$ cat config.mk
export PLATFORM = sky130hd
export DESIGN_NAME = univ_shift_register
export DESIGN_NICKNAME = d
export VERILOG_FILES = /design/src/rtl/univ_shift_register.sv
export SDC_FILE = /design/constraint.sdc
export NUM_CORES = 1
export LEC_CHECK = 0
export CORE_ASPECT_RATIO = 0.8
export CORE_MARGIN = 10
export CORE_UTILIZATION = 30
export DETAILED_ROUTE_END_ITERATION = 10
export PLACE_DENSITY = 0.54
export SETUP_SLACK_MARGIN = 0.1
export SKIP_CTS_REPAIR_TIMING = 1
export SLEW_MARGIN = 20
export SYNTH_ARGS = -nofsm -noshare
export SYNTH_HDL_FRONTEND = slang
export SYNTH_SLANG_ARGS = --single-unit
$ cat constraint.sdc
create_clock -name clk -period 2.52 [get_ports clk]
set_input_delay 0.252 -clock clk [delete_from_list [all_inputs] [get_ports clk]]
set_output_delay 0.252 -clock clk [all_outputs]
set_load 0.03 [all_outputs]
$ cat src/rtl/univ_shift_register.sv
// univ_shift_register
//   Parametrised universal register. HOLD/LOAD/CLR complete in a single edge.
//   Shift and rotate ops move one bit per clock under a start/busy/done
//   handshake. Amounts above WIDTH are clamped to WIDTH.
//
//   Optional feature macro: PARITY_EN. When it is defined, a parity output
//   (XOR of q) is present.
//
// Ports
//   clk     rising-edge clock
//   reset   asynchronous reset, active low
//   d       parallel load data
//   op      000 HOLD, 001 LOAD, 010 SHL, 011 SHR, 100 ROL, 101 ROR, 110 ASR, 111 CLR
//   amt     shift amount (clamped to WIDTH)
//   start   command strobe, sampled only in IDLE
//   sin     serial fill for SHL/SHR, sampled live on every shift edge
//   q       register contents
//   busy    high while in SHIFT
//   done    one-cycle pulse after a command completes
//   sout    bit shifted out on the most recent shift
//   parity  ^q (PARITY_EN builds only)
module univ_shift_register #(
  parameter  int WIDTH = 7,
  localparam int CNT_W = $clog2(WIDTH + 1)
) (
  input  logic             clk,
  input  logic             reset,
  input  logic [WIDTH-1:0] d,
  input  logic [2:0]       op,
  input  logic [CNT_W-1:0] amt,
  input  logic             start,
  input  logic             sin,
  output logic [WIDTH-1:0] q,
  output logic             busy,
  output logic             done,
  output logic             sout
`ifdef PARITY_EN
  ,output logic            parity
`endif
);

  typedef enum logic [2:0] {
    OP_HOLD = 3'b000,
    OP_LOAD = 3'b001,
    OP_SHL  = 3'b010,
    OP_SHR  = 3'b011,
    OP_ROL  = 3'b100,
    OP_ROR  = 3'b101,
    OP_ASR  = 3'b110,
    OP_CLR  = 3'b111
  } op_e;

  typedef enum logic {ST_IDLE = 1'b0, ST_SHIFT = 1'b1} state_e;

  localparam logic [CNT_W-1:0] WIDTH_C = CNT_W'(WIDTH);
  localparam logic [CNT_W-1:0] ONE_C   = CNT_W'(1);

  state_e           state_q, state_d;
  op_e              op_q, op_d;
  logic [CNT_W-1:0] rem_q, rem_d;
  logic [WIDTH-1:0] q_q, q_d;
  logic             sout_q, sout_d;
  logic             done_q, done_d;
  logic [CNT_W-1:0] n_amt;

  // One shift step. Returns {bit_out, new_q}.
  function automatic logic [WIDTH:0] shift1(input op_e o, input logic [WIDTH-1:0] v,
                                            input logic s);
    logic [WIDTH:0] r;
    case (o)
      OP_SHL:  r = {v[WIDTH-1], v[WIDTH-2:0], s};
      OP_SHR:  r = {v[0], s, v[WIDTH-1:1]};
      OP_ROL:  r = {v[WIDTH-1], v[WIDTH-2:0], v[WIDTH-1]};
      OP_ROR:  r = {v[0], v[0], v[WIDTH-1:1]};
      OP_ASR:  r = {v[0], v[WIDTH-1], v[WIDTH-1:1]};
      default: r = {1'b0, v};
    endcase
    return r;
  endfunction

  assign n_amt = (amt > WIDTH_C) ? WIDTH_C : amt;

  always_comb begin
    state_d = state_q;
    op_d    = op_q;
    rem_d   = rem_q;
    q_d     = q_q;
    sout_d  = sout_q;
    done_d  = 1'b0;
    case (state_q)
      ST_IDLE: begin
        if (start) begin
          case (op_e'(op))
            OP_HOLD: done_d = 1'b1;
            OP_LOAD: begin q_d = d;  done_d = 1'b1; end
            OP_CLR:  begin q_d = '0; done_d = 1'b1; end
            default: begin
              // Latch the op so later edges ignore changes on the op input.
              op_d = op_e'(op);
              if (n_amt == '0) begin
                done_d = 1'b1;
              end else begin
                // First bit moves on the accepting edge itself.
                {sout_d, q_d} = shift1(op_e'(op), q_q, sin);
                rem_d         = n_amt - ONE_C;
                if (n_amt == ONE_C) done_d  = 1'b1;
                else                state_d = ST_SHIFT;
              end
            end
          endcase
        end
      end
      ST_SHIFT: begin
        {sout_d, q_d} = shift1(op_q, q_q, sin);
        rem_d         = rem_q - ONE_C;
        if (rem_q == ONE_C) begin
          state_d = ST_IDLE;
          done_d  = 1'b1;
        end
      end
      default: state_d = ST_IDLE;
    endcase
  end

  always_ff @(posedge clk or negedge reset) begin
    if (!reset) begin
      state_q <= ST_IDLE;
      op_q    <= OP_HOLD;
      rem_q   <= '0;
      q_q     <= '0;
      sout_q  <= 1'b0;
      done_q  <= 1'b0;
    end else begin
      state_q <= state_d;
      op_q    <= op_d;
      rem_q   <= rem_d;
      q_q     <= q_d;
      sout_q  <= sout_d;
      done_q  <= done_d;
    end
  end

  assign q    = q_q;
  assign busy = (state_q == ST_SHIFT);
  assign done = done_q;
  assign sout = sout_q;

`ifdef PARITY_EN
  // q is forced to zero by reset, so parity reads 0 while reset is held.
  assign parity = ^q_q;
`endif

endmodule

Word level (Yosys, flattened, before mapping):

Index checks and enable logic that the tools add are counted.

* $add $sub $neg: 2
* $lt $le $gt $ge: 1
* eq/ne operators: 25
* muxes and demuxes: 27
* bitwise operators: 2
* reductions and logical operators: 7

Operators with widths (number)
* $pmux 8 s5: 2
* $eq 3x3->1 const B: 7
* $pmux 7 s3: 1
* $mux 7: 2
* $pmux 7 s2: 1
* $mux 1: 13
* $eq 3x2->1 const B: 4
* $mux 3: 4
* $ne 2x2->1 const B: 5
* $eq 3x1->1 const B: 3
* $ne 8x1->1 const B: 1
* $ne 7x1->1 const B: 1
* $reduce_and 7->1: 1
* $logic_not 3->1: 2
* $ne 6x1->1 const B: 1
* $pmux 1 s2: 3
* $pmux 3 s2: 1
* $reduce_and 3->1: 2
* $sub 3x1->3 const B: 2
* $ne 5x1->1 const B: 1
* $reduce_and 5->1: 1
* $ne 4x2->1 const B: 1
* $ne 4x4->1 const B: 1
* $gt 3x3->1 const B: 1
* other kinds (2): 3

* register bits after elaboration: 16
* output and inout port bits: 10
* word-level logic and storage cells: 71

Longest topological paths before layout:

* word-level depth: 8
* mapped depth: 8

Worst setup path before layout:

OpenSTA, ideal clock, no wires.

* path kind: input port to flip-flop
* from: input amt[0]
* to: register q_q[0] (netlist: q[0])
* arrival: 1448 ps
* path slack: 947 ps
* stages on the path: 6
* path buffers: 0
* cells stage by stage: nor2_1 > ha_1 > and2b_1 > a221oi_2 > a21o_2 > mux2_2

* longest elaborated chain between the ends: 5

RTL lines
* start: declaration: RTL line 30 `input logic [CNT_W-1:0] amt,`
* $gt 3x3->1: RTL line 81 `assign n_amt = (amt > WIDTH_C) ? WIDTH_C : amt;`
* $mux 3 (*): RTL line 81
* $logic_not 3->1 (*): RTL line 100 `if (n_amt == '0) begin`
* $ne 4x2->1 (no line) (*)
* $reduce_and 5->1 (no line) (*)
* end signal: assignment: RTL line 137 `q_q <= q_d;`
* end: declaration: RTL line 61 `logic [WIDTH-1:0] q_q, q_d;`

Mark *: on every way between the ends. The rest lies on a longest branch, timed or not.
A chain may end at the register's enable or synchronous reset.

Worst setup path in the final report:

* from: register state_q (netlist: busy)
* to: output busy

RTL lines
* start: declaration: RTL line 58 `state_e state_q, state_d;`
* start signal: assignment: RTL line 134 `state_q <= state_d;`
* end: declaration: RTL line 34 `output logic busy,`

No word-level cell between the ends.

==> summary.md <==
| Metric | Value |
|---|---|
| Number of diodes | 0 |
| Core ar. | 0.00468 mm^2 |
| Hold/Removal Path Class | in -> async |
| CTS buffer count | 3 |
| Post-Place Cell Area | 0.00172 mm^2 |
| Layout Utilization | 37.7% |
| Routed vias | 1302 |
| Clk Latency, worst-skew pair | around 0.25 ns |
| Hold Fails Final Rpt | 0 |
| Total power | 2030 uW |
| Power Density | ~1100 mW/mm^2 |
| Fraction of the yosys area taken by sequential cells | a little over a quarter |
| Final setup fails | 0 |
| Iter 0 DRT Violations | 65 |
| Outcome | completed |
| # rows | 22 |
| Final worst path period share | roughly 80% |
| CTS tree | done |
| Layout Nets | 202 |
| Leakage power | 0.000718 uW |
| Largest net degree at the start of global routing | 18 |
| Post-DP HPWL | 2980 um |
| Routed WL | 4030 um |
| Ys Warns | 0 |
| H-Tree Depth | 1 |
| Via density | 5.45 |
| Syn avg cell area | 9.18 um^2 |
| Residual DRC count | 0 |
| Peak supply drop | 0.514 mV |
| Fillers | 474 |
| Worst Skew | 0.00612 ns |
| Commonest non-fill, non-tap cell in the layout | clkdlybuf4s50_1 |
| Rel. slew slack | 43.8% |
| Number of global-route vias before repair | 1339 |
| Levels on crit path | 1 |
| Gate count of the mapped netlist | 161 |
| Slew @ Worst Pin | 0.840 ns |
| Kind of critical path | reg -> out |
| CP startpoint | busy |
| CTS clk-pin slew, worst paths | about 0.07 ns |
| # port buffers | 26 |
| Worst reg2reg path depth | 5 |
| All-Layer GR Usage | 9.85% |
| First-pass GRT wire length | 6690 um |
| Die width | 98.5 um |
| Post-route ant nets | 0 |
| Crit path max-delay family | buffers and inverters |
| Pins Over Slew Limit | 0 |
| Die ar. | between 0.008 and 0.009 mm^2 |
| Buf+Inv Stages, Crit Path | 1 |
| Finished Cell Area | 0.00177 mm^2 |
| End of the critical path | busy |
| Sink Count | 16 |
| Final Critical Period | between 2 and 2.5 ns |
| Crit Path Max Fanout | 17 |
| Drt first pass iters | 4 |
| Post-synthesis register bit count | 16 |
| Congestion Overflow GR | 0 |
| Post-Syn Area | ~0.0015 mm^2 |
| Unique masters post-synth | 47 |
| Crit start category | register |
| Worst R2R End | q[0] |
| Flop2flop setup slack | roughly 0.68 ns |
| Initial Utilization | 31.6% |
| Fmax | 490 MHz |
| Crit-path cells | clkdlybuf4s50_1 |
| P&R area growth vs syn | 19.5% |
| Final Non-Filler Cells | ~240 |
| Reg2Reg Launch Point | op_q[0] |
| Layout cell share with drive strength beyond 1 | around 15% |
| Crit path DAT | about 1.8 ns |
| IO Count | 27 |
| Drt wl/cell | between 15 and 20 um |
| Required time of the critical path | 2.27 ns |
| Most frequent cells in the layout | clkdlybuf4s50_1 (26), dfrtp_1 (16), nand2_1 (15), o21ai_0 (15), mux2i_1 (12) |
| Placed insts | 236 |
| Setup tns final | 0 ns |
| GPL Wtd Cong | 0.879 |
| Initial antenna violation count | 0 |
| Max-cap viol count | 0 |
| Root Driver | clkbuf_8 |
| CP max stage delay | around 0.79 ns |
| Synth Net Count | 182 |
| Crit. End Element | output pin |
| Die Ht | approximately 83 um |
| Unrepaired setup endpoints after global routing | no |
| Max stage delay cell, worst path | clkdlybuf4s50_1 |
| Clock Tree Buf Depth | 2 |
through the flow:
stage	hold WS (ns)	setup slack, ns
final	0.477	0.480
after global routing	0.521	0.392
after detailed placement	0.469	0.273
after floorplan	-0.0436	0.947
after global placement	0.469	0.369
after CTS	0.490	0.468
how the worst min path moves through the flow:
stage | to | slack [ns]
3_3_place_gp | rem_q[1] | 0.47
5_1_grt | sout | 0.52
2_1_floorplan | busy | -0.04
3_5_place_dp | sout | 0.47
6_report | rem_q[2] | 0.48
4_1_cts | sout | 0.49
power breakdown:
| group | total, uW | leakage, uW | internal (uW) | switching, uW |
|---|---|---|---|---|
| registers | 651 | 0.000198 | 376 | 275 |
| clock network | 205 | 0.0000216 | 106 | 99.0 |
| logic | 1170 | 0.000498 | 568 | 602 |
kinds of logic (layout without fill, tap and decap cells):
group	after synthesis	in the layout	synth area share, %
compound gates	53	53	25.1
simple gates	39	39	14.4
buf+inv	23	41	10.6
mux	22	22	15.7
flops	16	16	27.1
fa+ha+maj	4	4	3.39
xor+xnor	4	4	3.64
layer usage:
layer | part of all wire (%) | vias up | GRT usage, % | routed length (um)
li1 | - | 630 | - | -
met1 | 47 | 623 | 12.6 | 1890
met2 | 45 | 45 | 16.1 | 1830
met3 | 6.8 | 4 | 3.31 | 274
met4 | 0.72 | 0 | 1.71 | 29
met5 | 0 | - | 0 | 0
registers in the layout (all words and copies together) (netlist names):
name and count:
busy 1, done 1, op_q 3, q 7, rem_q 3, sout 1
synthesized netlist by cell type, drive strengths merged:
| cell | n | area [um^2] |
|---|---|---|
| dfrtp | 16 | 400 |
| nand2 | 15 | 56.3 |
| o21ai | 15 | 75.1 |
| buf | 14 | 123 |
| mux2i | 12 | 120 |
| mux2 | 10 | 113 |
| a21oi | 8 | 43.8 |
| nor2 | 7 | 26.3 |
| a221oi | 6 | 58.8 |
| inv | 6 | 22.5 |
| a211oi | 5 | 42.5 |
| a22oi | 5 | 37.5 |
| ha | 4 | 50.1 |
| clkbuf | 3 | 11.3 |
| nand3 | 3 | 15.0 |
| a21o | 2 | 16.3 |
| a2bb2oi | 2 | 17.5 |
| a31oi | 2 | 12.5 |
| and3b | 2 | 18.8 |
| nor3b | 2 | 15.0 |
| o211ai | 2 | 15.0 |
| o21a | 2 | 15.0 |
| or2 | 2 | 12.5 |
| xnor2 | 2 | 17.5 |
| xor2 | 2 | 36.3 |
| a211o | 1 | 8.76 |
| a22o | 1 | 8.76 |
| and2 | 1 | 6.26 |
| and2b | 1 | 7.51 |
| nand2b | 1 | 6.26 |
| nand3b | 1 | 7.51 |
| nand4 | 1 | 6.26 |
| nor2b | 1 | 6.26 |
| nor3 | 1 | 5.00 |
| nor4b | 1 | 23.8 |
| o32a | 1 | 11.3 |
| o32ai | 1 | 8.76 |
cell type report:
type,count,area (um^2),area share [%]
inverters,6,22.5,1.28
multi-input cells,122,921,52.2
flip-flops and latches,16,400,22.7
repair buffers,32,305,17.3
clock buffers,3,41.3,2.34
well taps,60,75.1,4.25
Note: power is estimated with default switching activity, not from simulation.
